[config.mk]
export PLATFORM = sky130hd
export DESIGN_NAME = fifo_wr_arbiter
export DESIGN_NICKNAME = d
export VERILOG_FILES = /design/src/rtl/fifo_pkg.sv /design/src/rtl/fifo_wr_arbiter_rr_pick.sv /design/src/rtl/fifo_wr_arbiter.sv
export SDC_FILE = /design/constraint.sdc
export NUM_CORES = 1
export LEC_CHECK = 0
export CAP_MARGIN = 10
export CORE_MARGIN = 5
export CORE_UTILIZATION = 41
export CTS_BUF_LIST = sky130_fd_sc_hd__clkbuf_16
export CTS_CLUSTER_DIAMETER = 150
export DETAILED_ROUTE_END_ITERATION = 7
export PLACE_DENSITY = 0.85
export SETUP_SLACK_MARGIN = 0.05
export SYNTH_ARGS = -nofsm -noshare
export SYNTH_HDL_FRONTEND = slang
export SYNTH_SLANG_ARGS = --single-unit
[constraint.sdc]
create_clock -name wr_clk -period 2.85 [get_ports wr_clk]
set_input_delay 0.7125 -clock wr_clk [delete_from_list [all_inputs] [get_ports wr_clk]]
set_output_delay 0.7125 -clock wr_clk [all_outputs]
set_load 0.02 [all_outputs]
[src/rtl/fifo_pkg.sv]
// Shared types and helpers for the write-side FIFO logic.
package fifo_pkg;

    // Write-port arbiter FSM encoding.
    typedef enum logic {
        IDLE  = 1'b0,
        BURST = 1'b1
    } arb_state_t;

    // Ceiling log2 for sizing index fields; returns 0 for values <= 1.
    function automatic int unsigned clog2(input int unsigned value);
        int unsigned result;
        int unsigned span;
        result = 0;
        span   = 1;
        while (span < value) begin
            span   = span << 1;
            result = result + 1;
        end
        return result;
    endfunction

endpackage

[src/rtl/fifo_wr_arbiter_rr_pick.sv]
// Combinational round-robin picker: first set request after last_gnt, wrapping.
module rr_pick
    import fifo_pkg::*;
#(
    parameter  int unsigned NUM_REQ = 4,
    localparam int unsigned IW      = clog2(NUM_REQ)
) (
    input  logic [NUM_REQ-1:0] req,
    input  logic [IW-1:0]      last_gnt,
    output logic               any_c,
    output logic [IW-1:0]      win_c
);

    localparam int unsigned SW    = IW + 1;
    localparam logic [SW-1:0] N_W = SW'(NUM_REQ);
    localparam logic [IW-1:0] TOP = IW'(NUM_REQ - 1);

    logic [IW-1:0]          start;
    logic [2*NUM_REQ-1:0]   dbl_shift;
    logic [NUM_REQ-1:0]     rot;
    logic [IW-1:0]          off;
    logic                   found;
    logic [SW-1:0]          sum;

    // Rotate the doubled request vector so the search starts at last_gnt+1,
    // priority-encode the lowest set bit, then map the offset back to an index.
    always_comb begin
        any_c     = |req;
        start     = (last_gnt >= TOP) ? '0 : last_gnt + IW'(1);
        dbl_shift = {req, req} >> start;
        rot       = dbl_shift[NUM_REQ-1:0];
        off       = '0;
        found     = 1'b0;
        for (int unsigned i = 0; i < NUM_REQ; i++) begin
            if (!found && rot[i]) begin
                found = 1'b1;
                off   = IW'(i);
            end
        end
        sum   = {1'b0, start} + {1'b0, off};
        win_c = (sum >= N_W) ? IW'(sum - N_W) : IW'(sum);
    end

endmodule

[src/rtl/fifo_wr_arbiter.sv]
// Burst-locked round-robin arbiter sharing one FIFO write port among requesters.
module fifo_wr_arbiter
    import fifo_pkg::*;
#(
    parameter  int unsigned NUM_REQ    = 4,
    parameter  int unsigned DATA_WIDTH = 8,
    parameter  int unsigned MAX_BURST  = 8,
    localparam int unsigned IDW        = clog2(NUM_REQ)
) (
    input  logic                          wr_clk,
    input  logic                          rst,
    input  logic [NUM_REQ-1:0]            req_valid,
    input  logic [NUM_REQ-1:0]            req_last,
    input  logic [NUM_REQ*DATA_WIDTH-1:0] req_data,
    output logic [NUM_REQ-1:0]            req_ready,
    input  logic                          fifo_full,
    output logic                          fifo_wr_en,
    output logic [DATA_WIDTH-1:0]         fifo_din,
    output logic                          gnt_valid,
    output logic [IDW-1:0]                gnt_id
);

    localparam int unsigned   BCW       = 8;
    localparam logic [BCW-1:0] BEAT_END = BCW'(MAX_BURST - 1);

    arb_state_t           state;
    arb_state_t           state_d;
    logic [IDW-1:0]       gnt_id_d;
    logic [IDW-1:0]       last_gnt;
    logic [IDW-1:0]       last_gnt_d;
    logic [BCW-1:0]       beat_cnt;
    logic [BCW-1:0]       beat_cnt_d;

    logic                 pick_any;
    logic [IDW-1:0]       pick_win;
    logic                 sel_valid;
    logic                 sel_last;
    logic                 xfer;

    logic [DATA_WIDTH-1:0] req_word [NUM_REQ];

    // Unpack the per-requester data words.
    for (genvar gi = 0; gi < NUM_REQ; gi++) begin : g_word
        assign req_word[gi] = req_data[gi*DATA_WIDTH +: DATA_WIDTH];
    end

    rr_pick #(
        .NUM_REQ (NUM_REQ)
    ) u_pick (
        .req      (req_valid),
        .last_gnt (last_gnt),
        .any_c    (pick_any),
        .win_c    (pick_win)
    );

    // State, grant and beat registers.
    always_ff @(posedge wr_clk or posedge rst) begin
        if (rst) begin
            state    <= IDLE;
            gnt_id   <= '0;
            last_gnt <= IDW'(NUM_REQ - 1);
            beat_cnt <= '0;
        end else begin
            state    <= state_d;
            gnt_id   <= gnt_id_d;
            last_gnt <= last_gnt_d;
            beat_cnt <= beat_cnt_d;
        end
    end

    // Next-state and port decode; handshake outputs follow state so reset kills them at once.
    always_comb begin
        state_d    = state;
        gnt_id_d   = gnt_id;
        last_gnt_d = last_gnt;
        beat_cnt_d = beat_cnt;
        req_ready  = '0;
        fifo_wr_en = 1'b0;
        sel_valid  = req_valid[gnt_id];
        sel_last   = req_last[gnt_id];
        fifo_din   = req_word[gnt_id];
        xfer       = 1'b0;

        case (state)
            IDLE: begin
                if (pick_any) begin
                    state_d    = BURST;
                    gnt_id_d   = pick_win;
                    last_gnt_d = pick_win;
                    beat_cnt_d = '0;
                end
            end
            BURST: begin
                req_ready[gnt_id] = !fifo_full;
                xfer              = sel_valid && !fifo_full;
                fifo_wr_en        = xfer;
                if (!sel_valid) begin
                    state_d = IDLE;
                end else if (xfer) begin
                    beat_cnt_d = beat_cnt + BCW'(1);
                    if (sel_last || (beat_cnt == BEAT_END)) begin
                        state_d = IDLE;
                    end
                end
            end
            default: state_d = IDLE;
        endcase
    end

    assign gnt_valid = (state == BURST);

endmodule

==> results.json <==
{
  "run_status": "completed",
  "n_antenna_cell": 0,
  "p_total_uw": 1460,
  "synth_xor_xnor_area_share": 0.00843,
  "multi_input_comb_area_sq_um": 674,
  "cts.root.buffer_cell": "clkbuf_16",
  "buffer_ports.inserted": 58,
  "syn_area_sq_um": 1040,
  "synth_cells": 98,
  "gp_congestion": 0.764,
  "final_max_slew_viols": 0,
  "initial_antenna_violation_count": 0,
  "relSlewSlack": 0.675,
  "setup.worst_path.end": "req_ready[0]",
  "maxCapViolations": 0,
  "postRouteAntennaNets": 0,
  "worstPathRequired_ns": 2.14,
  "met1_usage": 0.237,
  "layoutNonFillerInstCount": 195,
  "routed_via_count_divided_by_cell_count": 5.52,
  "num-fill-cells": 192,
  "worstRegToRegCells": 6,
  "ctsHtreeMaxLevel": 1,
  "wl_per_cell_um": 15.9,
  "die_area_sq_um": 3640,
  "clk_transition_reported_paths_ns": 0.04,
  "initial_core_util": 0.423,
  "finish.net_count": 211,
  "synth_compound_area_frac": 0.139,
  "register_area_sq_um": 328,
  "synth_area_leader_cell": "dfrtp_1",
  "yosys-top-cells-count": "dfrtp_1 (11), mux4_2 (11), nand2_1 (10)",
  "grt.met3_usage": 0.0362,
  "clock_sink_count": 13,
  "grt_first_pass_wirelength_um": 5070,
  "synthMuxAreaShare": 0.258,
  "final_period_minus_worst_setup_slack_ns": 2.68,
  "worst_setup_path_end_kind": "output pin",
  "hold_path_class": "flop to flop",
  "detail_route.drc_violations": 0,
  "synthesis.area_per_instance_sq_um": 10.6,
  "internal_power_uw": 881,
  "tritoncts_buffer_count": 3,
  "holdPathStages": 1,
  "grt_pass1_vias": 1091,
  "setup.worst_path.class": "input port to output pin",
  "drt_pre_antenna_iters": 4,
  "globalRouteMet2Util": 0.316,
  "place_inst": 191,
  "wirelength_routed_um": 3100,
  "clk_latency_ns": 0.24,
  "critical_path.max_fanout": 5,
  "cts.hold.buffers_added": 0,
  "regToRegSetupSlack_ns": 0.94,
  "timing.final.crit_share": 0.941,
  "net-switching-power_uw": 576,
  "floorplan.core_area_sq_um": 2450,
  "setup_viol": 0,
  "synth.yosys.seq_area_share": 0.316,
  "dpl_worst_slack_ns": -0.183,
  "synth_top_family_by_area": "multiplexers",
  "power.share.switching": 0.395,
  "cts_tree": "yes",
  "synth.area.top_cells": "dfrtp_1 (27%), mux4_2 (24%), dfstp_2 (5.1%)",
  "fin_ws_ns": 0.169,
  "synth_top_area_frac": 0.265,
  "crit_arrival_ns": 1.97,
  "async_flop_share": 1.00,
  "estimated_wirelength_of_the_detail_placed_design_um": 2480,
  "critical_path.startpoint": "fifo_full",
  "drive_gt1_frac": 0.200,
  "post_synth_edffs": 0,
  "start_kind": "input port",
  "power.ir.vdd_worst_v": 0.000764,
  "synth_cell_type_count": 35,
  "placement_rows": 18,
  "vias": 1077,
  "timing_hold_violations_final": 0,
  "yosys.area_share.simple": 0.218,
  "yosys_register_bits": 13,
  "grt_most_used_layer": "met2",
  "synth_fp_nets": 143,
  "largest_net_degree_at_the_start_of_global_routing": 16,
  "clock_skew_ns": 0.000419,
  "leakage_uw": 0.000778,
  "first_iter_violations": 46,
  "clockPowerShare": 0.177,
  "grt_overflow": 0,
  "clockBufferDepth": 2,
  "comb_power_frac": 0.617,
  "power.share.sequential": 0.206,
  "power-per-cell-area_nw_per_um2": 828,
  "floorplan.die.width_um": 60.3,
  "global_route.usage.total": 0.184,
  "regToRegEndpoint": "last_gnt[0]$_DFFE_PP1P_",
  "adder_and_majority_cell_fraction_of_the_synthesized_area": 0.0241,
  "fmaxAchievable_mhz": 373,
  "max_slew.worst_pin.slew_ns": 0.488,
  "design.portCount": 59,
  "worst_flop_to_flop_path_startpoint": "last_gnt[0]$_DFFE_PP1P_",
  "yosysWarningCount": 0,
  "dominantRegCellSynth": "dfrtp_1",
  "grt_setup_unrepaired": "false",
  "fp.dieH_um": 60.3,
  "utilization": 0.717,
  "area_growth_syn_to_layout_pct": 69.5
}
-- per-stage QoR --
stage | hold slack, ns | cell area (sq um) | TNS [ns]
global placement | 0.476 | 1700 | -0.592
global route | 0.517 | 1760 | 0
floorplan | 0.458 | 1040 | 0
CTS | 0.494 | 1760 | 0
detailed placement | 0.489 | 1700 | -0.731
finish | 0.499 | 1760 | 0
-- logic make-up after synthesis --
logic type,count (synthesis)
compound gates,23
xor+xnor,1
fa+ha+maj,2
buf+inv,7
flops,13
mux,13
simple gates,39
-- layer usage --
layer,wire [um],share of wire
met5,0,0
met4,35,0.011
met3,301,0.097
met2,1400,0.45
met1,1370,0.44
-- worst max-delay path: stages --
cell and delay, ns:
clkdlybuf4s50_1 0.45, nor2b_2 0.22, nor3b_1 0.22, dlygate4sd2_1 0.36
-- layout make-up --
| cell class | count | share of cell area |
|---|---|---|
| Sequential cell | 13 | 0.186 |
| Clock inverter | 1 | 0.00213 |
| Tap cell | 30 | 0.0213 |
| Clock buffer | 3 | 0.0426 |
| Multi-Input combinational cell | 78 | 0.383 |
| Inverter | 3 | 0.00782 |
| Timing Repair Buffer | 67 | 0.357 |
-- what timing repair did --
action	CTS	global route
gates resized for setup	14	2
pin swaps	0	0
endpoints found under the setup margin	13	1
buffers inserted	0	0
-- worst min path at each step --
stage                                 start                 endpoint  slack, ns
global placement    beat_cnt[7]$_DFFE_PP0P_  beat_cnt[7]$_DFFE_PP0P_       0.48
floorplan           beat_cnt[7]$_DFFE_PP0P_  beat_cnt[7]$_DFFE_PP0P_       0.46
CTS                 beat_cnt[7]$_DFFE_PP0P_  beat_cnt[7]$_DFFE_PP0P_       0.49
finish              beat_cnt[7]$_DFFE_PP0P_  beat_cnt[7]$_DFFE_PP0P_       0.50
detailed placement  beat_cnt[7]$_DFFE_PP0P_  beat_cnt[7]$_DFFE_PP0P_       0.49
global route        beat_cnt[7]$_DFFE_PP0P_  beat_cnt[7]$_DFFE_PP0P_       0.52
-- registers in the layout, indices dropped and copies added (netlist names) --
register and cells:
gnt_valid 1, beat_cnt 8, gnt_id 2, last_gnt 2
-- power by group through the flow --
stage / clock network [uW] / logic, uW / registers, uW
after detailed placement: 0 / 951 / 303
after global routing: 271 / 977 / 312
final: 257 / 899 / 300
after CTS: 259 / 906 / 300
after floorplan: 0 / 598 / 313
after global placement: 0 / 936 / 299
-- placed cells by master (no fill, tap or decap), types with 2 or more instances in the layout --
cell type        instances
clkdlybuf4s50_1         45
dlygate4sd2_1           12
mux4_2                  11
dfrtp_1                 11
nand2_1                 10
buf_4                    9
o21ai_0                  7
nor2_1                   5
a21o_1                   4
nor3_1                   4
nand2b_1                 4
nand3_1                  3
inv_1                    3
o211ai_1                 3
o21ai_1                  3
clkbuf_16                3
mux2i_1                  2
nand4_2                  2
nor3b_1                  2
a21oi_1                  2
o31ai_1                  2
ha_1                     2
dfstp_2                  2
No activity file was read; power rests on OpenSTA's default activity.
